<file path="src/rtl/sie_tx_ctrl_if.sv">
// Handshake bundle between the USB SIE transmit controller, its payload FIFO and the PHY.
// The master side drives requests, FIFO status and tx_ready; the slave is the controller.
interface sie_tx_ctrl_if;
    logic       usb_reset;
    logic       send_req;
    logic [3:0] pid;
    logic       busy;
    logic       done;
    logic [7:0] fifo_q;
    logic       fifo_empty;
    logic       fifo_rdreq;
    logic [7:0] tx_data;
    logic       tx_valid;
    logic       tx_ready;

    modport master (
        output usb_reset, send_req, pid, fifo_q, fifo_empty, tx_ready,
        input  busy, done, fifo_rdreq, tx_data, tx_valid
    );

    modport slave (
        input  usb_reset, send_req, pid, fifo_q, fifo_empty, tx_ready,
        output busy, done, fifo_rdreq, tx_data, tx_valid
    );
endinterface

</file>
<file path="src/rtl/sie_tx_ctrl.sv">
// USB SIE transmit sequencer: PID byte, optional FIFO payload capped at MAX_PKT bytes,
// complemented CRC16 trailer, then a one-cycle EOP gap before the next packet.
module sie_tx_ctrl #(
    parameter int MAX_PKT = 64
) (
    input  logic         clk,
    input  logic         reset_n,
    sie_tx_ctrl_if.slave bus
);
    typedef enum logic [2:0] {IDLE, PID, DATA, CRC_LO, CRC_HI, EOP} state_t;

    localparam logic [10:0] MAX_CNT = 11'(MAX_PKT);

    state_t      state;
    logic        data_pkt;
    logic [15:0] crc;
    logic [15:0] crc_next;
    logic [10:0] byte_cnt;
    logic        more;

    // Reflected USB CRC16, data consumed LSB first.
    function automatic logic [15:0] crc16_upd(input logic [15:0] c, input logic [7:0] d);
        logic [15:0] r;
        r = c;
        for (int i = 0; i < 8; i++)
            r = (r[0] ^ d[i]) ? ((r >> 1) ^ 16'hA001) : (r >> 1);
        return r;
    endfunction

    assign crc_next = crc16_upd(crc, bus.tx_data);
    assign more     = (byte_cnt < MAX_CNT) && !bus.fifo_empty;

    // Pop only in the cycle the PHY takes a byte and the FIFO head becomes the next one.
    always_comb begin
        bus.fifo_rdreq = 1'b0;
        if (!bus.usb_reset && bus.tx_ready) begin
            case (state)
                PID:     bus.fifo_rdreq = data_pkt && !bus.fifo_empty;
                DATA:    bus.fifo_rdreq = more;
                default: bus.fifo_rdreq = 1'b0;
            endcase
        end
    end

    always_ff @(posedge clk or negedge reset_n) begin
        if (!reset_n) begin
            state       <= IDLE;
            data_pkt    <= 1'b0;
            crc         <= 16'hFFFF;
            byte_cnt    <= '0;
            bus.tx_data <= 8'h00;
            bus.tx_valid <= 1'b0;
            bus.busy    <= 1'b0;
            bus.done    <= 1'b0;
        end else begin
            bus.done <= 1'b0;
            if (bus.usb_reset) begin
                state        <= IDLE;
                bus.tx_data  <= 8'h00;
                bus.tx_valid <= 1'b0;
                bus.busy     <= 1'b0;
            end else begin
                case (state)
                    IDLE: if (bus.send_req) begin
                        data_pkt     <= (bus.pid[1:0] == 2'b11);
                        bus.tx_data  <= {~bus.pid, bus.pid};
                        bus.tx_valid <= 1'b1;
                        bus.busy     <= 1'b1;
                        crc          <= 16'hFFFF;
                        byte_cnt     <= '0;
                        state        <= PID;
                    end
                    PID: if (bus.tx_ready) begin
                        if (!data_pkt) begin
                            bus.tx_valid <= 1'b0;
                            bus.done     <= 1'b1;
                            state        <= EOP;
                        end else if (!bus.fifo_empty) begin
                            bus.tx_data <= bus.fifo_q;
                            byte_cnt    <= 11'd1;
                            state       <= DATA;
                        end else begin
                            // Zero-length payload: ~0xFFFF low byte is 0x00.
                            bus.tx_data <= 8'h00;
                            state       <= CRC_LO;
                        end
                    end
                    DATA: if (bus.tx_ready) begin
                        crc <= crc_next;
                        if (more) begin
                            bus.tx_data <= bus.fifo_q;
                            byte_cnt    <= byte_cnt + 11'd1;
                        end else begin
                            bus.tx_data <= ~crc_next[7:0];
                            state       <= CRC_LO;
                        end
                    end
                    CRC_LO: if (bus.tx_ready) begin
                        bus.tx_data <= ~crc[15:8];
                        state       <= CRC_HI;
                    end
                    CRC_HI: if (bus.tx_ready) begin
                        bus.tx_valid <= 1'b0;
                        bus.done     <= 1'b1;
                        state        <= EOP;
                    end
                    EOP: begin
                        bus.busy <= 1'b0;
                        state    <= IDLE;
                    end
                    default: state <= IDLE;
                endcase
            end
        end
    end
endmodule

</file>
<file path="src/flat_wrapper.sv">
// flat-port wrapper written by rule: the top's interface ports become plain ports
module sie_tx_ctrl_flat 
#(
    parameter int MAX_PKT = 64
)
  (clk, reset_n, bus_usb_reset, bus_send_req, bus_pid, bus_fifo_q, bus_fifo_empty, bus_tx_ready, bus_busy, bus_done, bus_fifo_rdreq, bus_tx_data, bus_tx_valid);
  sie_tx_ctrl_if bus_i ();
  input  logic clk;
  input  logic reset_n;
  input wire logic [$bits(bus_i.usb_reset)-1:0] bus_usb_reset;
  input wire logic [$bits(bus_i.send_req)-1:0] bus_send_req;
  input wire logic [$bits(bus_i.pid)-1:0] bus_pid;
  input wire logic [$bits(bus_i.fifo_q)-1:0] bus_fifo_q;
  input wire logic [$bits(bus_i.fifo_empty)-1:0] bus_fifo_empty;
  input wire logic [$bits(bus_i.tx_ready)-1:0] bus_tx_ready;
  output wire logic [$bits(bus_i.busy)-1:0] bus_busy;
  output wire logic [$bits(bus_i.done)-1:0] bus_done;
  output wire logic [$bits(bus_i.fifo_rdreq)-1:0] bus_fifo_rdreq;
  output wire logic [$bits(bus_i.tx_data)-1:0] bus_tx_data;
  output wire logic [$bits(bus_i.tx_valid)-1:0] bus_tx_valid;
  assign bus_i.usb_reset = bus_usb_reset;
  assign bus_i.send_req = bus_send_req;
  assign bus_i.pid = bus_pid;
  assign bus_i.fifo_q = bus_fifo_q;
  assign bus_i.fifo_empty = bus_fifo_empty;
  assign bus_i.tx_ready = bus_tx_ready;
  assign bus_busy = bus_i.busy;
  assign bus_done = bus_i.done;
  assign bus_fifo_rdreq = bus_i.fifo_rdreq;
  assign bus_tx_data = bus_i.tx_data;
  assign bus_tx_valid = bus_i.tx_valid;
  sie_tx_ctrl #(.MAX_PKT(MAX_PKT)) u_core (.clk(clk), .reset_n(reset_n), .bus(bus_i));
endmodule
</file>
<file path="config.mk">
export PLATFORM = sky130hd
export DESIGN_NAME = sie_tx_ctrl_flat
export DESIGN_NICKNAME = d
export VERILOG_FILES = /design/src/rtl/sie_tx_ctrl_if.sv /design/src/rtl/sie_tx_ctrl.sv /design/src/flat_wrapper.sv
export SDC_FILE = /design/constraint.sdc
export NUM_CORES = 1
export LEC_CHECK = 0
export BUFFER_PORTS_ARGS = -buffer_cell sky130_fd_sc_hd__buf_2
export CAP_MARGIN = 20
export CORE_MARGIN = 4
export CORE_UTILIZATION = 54
export CTS_BUF_LIST = sky130_fd_sc_hd__clkbuf_4
export DETAILED_ROUTE_END_ITERATION = 6
export PLACE_DENSITY_LB_ADDON = 0.15
export SLEW_MARGIN = 20
export SYNTH_ARGS = -nofsm -noshare
export SYNTH_HDL_FRONTEND = slang
export SYNTH_SLANG_ARGS = --single-unit
</file>
<file path="constraint.sdc">
create_clock -name clk -period 2.1 [get_ports clk]
set_input_delay 0.21 -clock clk [delete_from_list [all_inputs] [get_ports clk]]
set_output_delay 0.21 -clock clk [all_outputs]
set_load 0.1 [all_outputs]
</file>
# Word level (Yosys, flattened, before mapping)
# Cells that the tools add are included.
[word_totals] out_inout_bits=12 ram_bits=0 latch_bits=0 inputBits=18 word_cells=120 rom_bits=0 n_memories=0 ff_bits=42
[classes] addsub=1 n_eq_ne=20 n_lt_le_gt_ge=1 muxes=52 reduce_logical=18 bitwise_logic=20 shift=0 div_mod_pow=0 mul=0
[op_table] operator="$mux 16" count=10
[op_table] operator="$mux 11" count=6
[op_table] operator="$mux 8" count=8
[op_table] operator="$pmux 11 s3" count=1
[op_table] operator="$pmux 16 s2" count=1
[op_table] operator="$pmux 8 s4" count=1
[op_table] operator="$mux 3" count=8
[op_table] operator="$not 2->3" count=8
[op_table] operator="$ne 3x3->1 const B" count=7
[op_table] operator="$not 8->8" count=2
[op_table] operator="$pmux 3 s5" count=1
[op_table] operator="$mux 1" count=12
[op_table] operator="$reduce_and 6->1" count=2
[op_table] operator="$add 11x1->11 const B" count=1
[op_table] operator="$lt 11x7->1 const B" count=1
[op_table] operator="$ne 2x2->1 const B" count=4
[op_table] operator="$reduce_and 8->1" count=1
[op_table] operator="$xor 1x1->1" count=8
[op_table] operator="$eq 3x2->1 const B" count=2
[op_table] operator="$eq 3x3->1 const B" count=2
[op_table] operator="$pmux 1 s2" count=3
[op_table] operator="$reduce_bool 3->1" count=2
[op_table] operator="$reduce_and 5->1" count=1
[op_table] operator="$reduce_bool 5->1" count=1
[op_table] operator="other kinds (15)" count=19

# Logic depth before layout (Yosys ltp)
# Gate-level depths: netlist (run 1).
[logic_depth] depth_word=21 ltp_mapped=7 depth_no_buf=6

# Worst setup path after synthesis (run 1)
# No wires, ideal clock.
[synth_timing] path_kind="reg-to-output" start="register u_core.byte_cnt[10]" end="output port bus_fifo_rdreq" t_required_ps=1890 path_stages_with_launch=5 t_arrival_ps=3471 setup_slack_ps=-1581 n_path_buf=0 path_cell_list="dfrtp_1 nor4_1 and3_1 nand2_1 a211oi_1"
[synth_between] elab_chain_len=4
[synth_lines] element="start, declared" line_no="sie_tx_ctrl.sv:18" source="logic [10:0] byte_cnt;"
[synth_lines] element="start signal, assigned" line_no="sie_tx_ctrl.sv:92" source="byte_cnt <= byte_cnt + 11'd1;"
[synth_lines] element="$lt 11x7->1" line_no="sie_tx_ctrl.sv:31" source="assign more = (byte_cnt < MAX_CNT) && !bus.fifo_empty;"
[synth_lines] element="$logic_and 1x1->1" line_no="sie_tx_ctrl.sv:31"
[synth_lines] element="$pmux 1 s2" line_no="sie_tx_ctrl.sv:37" source="case (state)"
[synth_lines] element="$mux 1" line_no="sie_tx_ctrl.sv:36" source="if (!bus.usb_reset && bus.tx_ready) begin"
[synth_lines] element="end, declared" line_no="flat_wrapper.sv:18" source="output wire logic [$bits(bus_i.fifo_rdreq)-1:0] bus_fifo_rdreq;"
# Every way passes these cells.

# Worst setup path in the final report (run 1)
[layout_timing] start="register u_core.byte_cnt[8]" end="output port bus_fifo_rdreq"
# The elaborated chain is that of the path after synthesis.

==> results of run 1 <==
## sequential cells by signal, indices dropped and copies added (netlist names)
register,cells
u_core.crc,16
u_core.byte_cnt,11
u_core.bus.tx_data,8
u_core.state,3
u_core.bus.busy,1
u_core.bus.done,1
u_core.bus.tx_valid,1
u_core.data_pkt,1
## cells by family after synthesis
logic type                 count (synthesis)
AOI/OAI and AO/OA                         73
xor gates and xnor gates                  26
DFF                                       42
and+or+nand+nor                           89
muxes                                      2
adders and majority gates                  1
buffers and inverters                     26
## worst min-delay path, cell delays in order
cell	delay, ns
buf_2	0.10
nand2_1	0.05
o31ai_1	0.05
## per-stage QoR
| stage | setup slack (ns) | std cells | util |
|---|---|---|---|
| floorplan | -0.0539 | 259 | - |
| global placement | 0.131 | 341 | 0.671 |
| detailed placement | 0.114 | 341 | 0.671 |
| CTS | -0.00669 | 352 | 0.697 |
| global route | -0.0622 | 352 | 0.701 |
| finish | 0.0322 | 352 | 0.701 |
## placed cells by master (no fill, tap or decap), drive strengths merged, types with 2 or more instances in the layout
master	count
nand2b	2
nor2	36
a311oi	2
o32ai	2
nor3	3
nor2b	10
o31ai	2
nand2	24
a211oi	3
dfrtp	26
o21ai	9
clkbuf	6
dfstp	16
or2	2
xnor2	14
a211o	2
nand3	3
o2bb2ai	2
a22oi	2
a21oi	20
buf	47
xor2	11
inv	13
nor4	2
o22a	6
a31oi	12
o221ai	2
nand4	4
## routing by layer
| metal | track usage | part of all wire | up-vias |
|---|---|---|---|
| met4 | 0.0632 | 0.013 | 0 |
| met3 | 0.0541 | 0.085 | 7 |
| li1 | - | - | 1000 |
| met5 | 0 | 0 | - |
| met1 | 0.338 | 0.47 | 956 |
| met2 | 0.351 | 0.43 | 80 |
## worst max-delay path by stage
stage                                            startpoint                                 to  slack, ns  depth (start not counted)
after detailed placement          u_core.crc[4]$_DFFE_PN1P_  u_core.bus.tx_data[0]$_DFFE_PN0P_       0.11                          6
final                        u_core.byte_cnt[8]$_DFFE_PN0P_                     bus_fifo_rdreq       0.03                          5
after global placement    u_core.bus.tx_data[5]$_DFFE_PN0P_  u_core.bus.tx_data[0]$_DFFE_PN0P_       0.13                          6
after floorplan              u_core.byte_cnt[8]$_DFFE_PN0P_                     bus_fifo_rdreq      -0.05                          4
after global routing         u_core.byte_cnt[8]$_DFFE_PN0P_                     bus_fifo_rdreq      -0.06                          5
after CTS                   u_core.byte_cnt[10]$_DFFE_PN0P_                     bus_fifo_rdreq     -0.007                          5
## repair_timing
| action | CTS | global route |
|---|---|---|
| endpoints found under the hold margin | 10 | 0 |
| resized for setup | 0 | 4 |
| hold buffers | 1 | 0 |
| pin swaps | 2 | 1 |
| buffers inserted | 2 | 0 |
| endpoints found under the setup margin | 1 | 3 |
## synth_stat cells (2+ instances only)
cell        n  share of area
nor3_1      2         0.0042
nand4_1     4          0.010
inv_1      10          0.016
o2bb2ai_1   2         0.0073
dfrtp_1    26           0.27
o21ai_0     5          0.010
nand3_1     3         0.0063
nand2_1    24          0.038
xor2_2      2          0.014
clkbuf_1   10          0.016
xnor2_1    12          0.044
nor2b_1    10          0.026
dfstp_2    16           0.18
xor2_1      9          0.033
nor2_1     36          0.056
nor4_1      2         0.0052
o22a_1      6          0.022
nand2b_1    2         0.0052
o221ai_1    2         0.0073
a311oi_1    2         0.0073
a211oi_1    3         0.0094
a211o_1     2         0.0073
xnor2_2     2          0.014
o32ai_1     2         0.0073
a22oi_1     2         0.0063
o31ai_1     2         0.0063
inv_2       3         0.0047
o21ai_1     4         0.0084
a31oi_1    12          0.031
a21oi_1    20          0.042
## layout make-up
type,count,area share
Multi-Input combinational cell,191,0.451
Timing Repair Buffer,48,0.105
Clock inverter,2,0.0129
Sequential cell,42,0.377
Tap cell,50,0.0215
Inverter,13,0.0168
Clock buffer,6,0.0155
## report_power, final
part | total (W) | internal, W | leakage (nW) | switching (W)
Sequential | 0.00122 | 0.00103 | 0.508 | 0.000199
Combinational | 0.00235 | 0.000870 | 0.761 | 0.00148
Clock | 0.000530 | 0.000264 | 0.0419 | 0.000266
Total | 0.00411 | 0.00216 | 1.31 | 0.00195
==> results.json, run 1 <==
{
  "post_drt_wl_per_cell_um": 16.4,
  "ys_ff_latch": 42,
  "cp_max_fo": 2,
  "max_freq_mhz": 484,
  "synthAdderAreaFrac": 0.00523,
  "total_power_w": 0.00411,
  "ys_seq_area_frac": 0.447,
  "hp-start": "bus_pid[1]",
  "fin_area_um2": 2910,
  "reg2reg_slack_ns": 0.12,
  "synth.mux.area_fraction": 0.00889,
  "grt.total_usage": 0.233,
  "worstSetupEndpointType": "output pin",
  "port_buffers": 29,
  "first_pass_iters": 4,
  "nets": 320,
  "grt_max_degree": 28,
  "p_leak_nw": 1.31,
  "clkTransAtPathRegs_ns": 0.13,
  "ir_worst_vdd_mv": 0.682,
  "synth_nets": 278,
  "drt_iter0_markers": 188,
  "dp_hpwl_mm": 4.37,
  "critPathArrivalTime_ns": 1.86,
  "ff2ff_path_depth": 6,
  "clk_latency_ns": 0.36,
  "ys_types": 52,
  "synth_ff_type": "dfrtp_1",
  "start_kind": "flip-flop",
  "grt_pass1_wl_mm": 9.67,
  "synth_edf_count": 0,
  "path_class": "flip-flop to output pin",
  "seq_area_um2": 1100,
  "cp.required_ns": 1.89,
  "reg2reg_to": "u_core.bus.tx_data[0]$_DFFE_PN0P_",
  "drive_gt1_frac": 0.328,
  "rr_startpoint": "u_core.bus.tx_data[3]$_DFFE_PN0P_",
  "setup_viol": 0,
  "synth_warnings": 0,
  "place_congestion": 0.835,
  "multi_input_area_um2": 1310,
  "hold_depth": 3,
  "n_fill_cell": 337,
  "power_density_nw_per_um2": 1410,
  "worst-path-buf-inv": 1,
  "slew_headroom": 0.604,
  "slowest_stage": "dfrtp_1",
  "grt_pass1_vias": 1932,
  "die_x_um": 74.6,
  "finalMaxSlewViolations": 0,
  "synth-simple-area-share": 0.171,
  "root_buffer": "clkbuf_4",
  "fin_setup_tns_ns": 0,
  "grt_setup_unrepaired": "true",
  "start_util": 0.578,
  "synth_compound_area_frac": 0.205,
  "placed_area_um2": 2780,
  "fin_crit_ns": 2.07,
  "clockBufferDepth": 2,
  "synth_top_family_by_area": "compound AO/OA/AOI/OAI gates",
  "gr-total-overflow": 0,
  "core_area_um2": 4140,
  "timing.hold.ws_ns": 0.0801,
  "path_delay_family": "simple AND/OR/NAND/NOR gates",
  "min_to": "u_core.data_pkt$_DFFE_PN0P_",
  "status": "finished clean",
  "ios": 30,
  "antennaDiodeCount": 0,
  "syn_area_um2": 2390,
  "report.final.hold_viol_count": 0,
  "synthArstFlopShare": 1.00,
  "die-area_um2": 5560,
  "drc": 0,
  "tritoncts": "done",
  "tightest_slew_ns": 0.594,
  "netlist_instances": 259,
  "rows": 23,
  "slowest_delay_ns": 0.42,
  "cts_buffers": 5,
  "clock_sinks": 42,
  "vias": 2043,
  "die_y_um": 74.6,
  "hp-class": "input pin to flip-flop",
  "maxCapViolations": 0,
  "antenna_left": 0,
  "path_cells": "nor4_4 > and3_4 > nand2_2 > a211oi_4 > buf_12",
  "fin_crit_sh": 0.985,
  "syn_area_per_cell_um2": 9.24,
  "vias_per_cell": 5.80,
  "wl_mm": 5.77,
  "final.setup_skew_ns": 0.0129,
  "area_delta_synth_final_pct": 21.4,
  "antenna_found_initial": 0,
  "htreeDepth": 2,
  "synth_xor_area_frac": 0.114
}
(Power assumes the default switching activity.)
==> inputs of run 2 (changes only) <==
--- a/config.mk
+++ b/config.mk
@@ -7,8 +7,8 @@
 export LEC_CHECK = 0
 export BUFFER_PORTS_ARGS = -buffer_cell sky130_fd_sc_hd__buf_2
 export CAP_MARGIN = 20
-export CORE_MARGIN = 4
-export CORE_UTILIZATION = 54
+export CORE_MARGIN = 1.5
+export CORE_UTILIZATION = 55
 export CTS_BUF_LIST = sky130_fd_sc_hd__clkbuf_4
 export DETAILED_ROUTE_END_ITERATION = 6
 export PLACE_DENSITY_LB_ADDON = 0.15
==> constraint.sdc (replaced) <==
create_clock -name clk -period 2.2 [get_ports clk]
set_input_delay 0.22 -clock clk [delete_from_list [all_inputs] [get_ports clk]]
set_output_delay 0.22 -clock clk [all_outputs]
set_load 0.1 [all_outputs]
==> results.json, run 2 (synthesized netlist as in run 1, its figures left out) <==
{
  "largest_reg_flops": 16,
  "cp_max_fo": 3,
  "maxCapViolations": 0,
  "cp.required_ns": 1.98,
  "antenna_found_initial": 0,
  "post_drt_wl_per_cell_um": 16.5,
  "start_util": 0.586,
  "clock_sinks": 42,
  "grt_setup_unrepaired": "false",
  "clockBufferDepth": 2,
  "grt_pass1_vias": 1875,
  "endpoint": "bus_fifo_rdreq",
  "antenna_left": 0,
  "htreeDepth": 2,
  "drt_iter0_markers": 160,
  "fin_crit_ns": 2.13,
  "clkTransAtPathRegs_ns": 0.13,
  "n_fill_cell": 329,
  "slew_headroom": 0.585,
  "reg2reg_slack_ns": 0.07,
  "ff2ff_path_depth": 6,
  "vias_per_cell": 5.99,
  "grt.total_usage": 0.274,
  "dp_hpwl_mm": 4.18,
  "area_delta_synth_final_pct": 17.9,
  "fin_setup_tns_ns": 0,
  "first_pass_iters": 4,
  "p_leak_nw": 1.27,
  "port_buffers": 29,
  "gr-total-overflow": 0,
  "status": "finished clean",
  "start_kind": "flip-flop",
  "rr_startpoint": "u_core.crc[0]$_DFFE_PN1P_",
  "power_density_nw_per_um2": 1370,
  "largest_register": "u_core.crc",
  "drive_gt1_frac": 0.288,
  "antennaDiodeCount": 0,
  "root_buffer": "clkbuf_4",
  "core_area_um2": 4090,
  "die-area_um2": 4760,
  "layout_common_cells": "nor2_1, buf_2, nand2_1, a21oi_1, dfrtp_1",
  "vias": 2092,
  "fin_crit_sh": 0.967,
  "final.setup_skew_ns": 0.0123,
  "cts_buffers": 5,
  "finalMaxSlewViolations": 0,
  "grt_pass1_wl_mm": 9.33,
  "hp-class": "input pin to flip-flop",
  "final_common_cell": "nor2_1",
  "cp-startpoint": "u_core.byte_cnt[10]$_DFFE_PN0P_",
  "die_x_um": 69.0,
  "die_y_um": 69.0,
  "reg2reg_to": "u_core.bus.tx_data[0]$_DFFE_PN0P_",
  "tritoncts": "done",
  "report.final.hold_viol_count": 0,
  "setup_viol": 0,
  "timing.hold.ws_ns": 0.103,
  "worstSetupEndpointType": "output pin",
  "ir_worst_vdd_mv": 0.846,
  "place_congestion": 0.858,
  "path_class": "flip-flop to output pin",
  "rows": 23,
  "ios": 30,
  "nets": 317,
  "max_freq_mhz": 470,
  "drc": 0,
  "clk_latency_ns": 0.36,
  "grt_max_degree": 29,
  "wl_mm": 5.76,
  "tightest_slew_ns": 0.622,
  "largestRegisters": "u_core.crc x16, u_core.byte_cnt x11, u_core.bus.tx_data x8",
  "critPathArrivalTime_ns": 1.91
}
==> run 2: changes by cell type in the layout (fill, tap and decap cells not counted), moves of 2 or more <==
cell and change:
xnor2_1 +5, xnor2_2 -5, dfrtp_4 -4, buf_4 -3, dfrtp_1 +2, dfrtp_2 +2
==> run 2: final cells by class <==
class                           count  area (µm²)  share of cell area
Sequential cell                    42        1080               0.384
Tap cell                           50        62.6              0.0222
Clock inverter                      2        33.8              0.0120
Timing Repair Buffer               45         283               0.100
Multi-Input combinational cell    191        1260               0.448
Inverter                           13        48.8              0.0173
Clock buffer                        6        45.0              0.0160
==> run 2: worst min-delay path by stage <==
stage	from	end	slack [ns]	cells past startpoint
floorplan	reset_n	u_core.bus.busy$_DFFE_PN0P_	-0.08	0
global placement	reset_n	u_core.byte_cnt[2]$_DFFE_PN0P_	0.27	1
detailed placement	reset_n	u_core.byte_cnt[2]$_DFFE_PN0P_	0.27	1
CTS	bus_fifo_q[1]	u_core.bus.tx_data[1]$_DFFE_PN0P_	0.09	3
global route	bus_fifo_q[1]	u_core.bus.tx_data[1]$_DFFE_PN0P_	0.1	3
finish	bus_fifo_q[1]	u_core.bus.tx_data[1]$_DFFE_PN0P_	0.10	3
==> run 2: repair_timing <==
item / 4_1_cts / 5_1_grt
hold buffers: 1 / 0
setup endpoints to repair: 1 / 1
endpoints found under the hold margin: 10 / 0
resized for setup: 2 / 1
pin swaps: 1 / 2
setup buffers: 1 / 1
==> run 2: per-stage QoR <==
| stage | power, W | std cells | setup WS, ns | cell area [µm²] | utilization |
|---|---|---|---|---|---|
| floorplan | 0.00284 | 259 | 0.0167 | 2460 | - |
| global placement | 0.00332 | 338 | 0.187 | 2710 | 0.663 |
| finish | 0.00387 | 349 | 0.0721 | 2820 | 0.690 |
| detailed placement | 0.00333 | 338 | 0.121 | 2710 | 0.663 |
| CTS | 0.00386 | 348 | 0.0270 | 2810 | 0.688 |
| global route | 0.00410 | 349 | 0.00610 | 2820 | 0.690 |
==> run 2: critical path: stages (launching register included) <==
cell,delay [ns]
dfrtp_1,0.42
nor4_4,0.33
and3_4,0.26
nand2_2,0.07
a211oi_4,0.25
buf_12,0.21
==> run 2: per-layer routing <==
metal / wire [µm] / global-route usage
met4: 128 / 0.100
met1: 2650 / 0.407
met3: 484 / 0.0584
met5: 0 / 0
met2: 2500 / 0.391
==> run 2: power by group <==
part	internal [W]	switching (W)	total, W
logic	0.000799	0.00144	0.00224
clock network	0.000249	0.000252	0.000501
registers	0.000965	0.000163	0.00113
total	0.00201	0.00186	0.00387
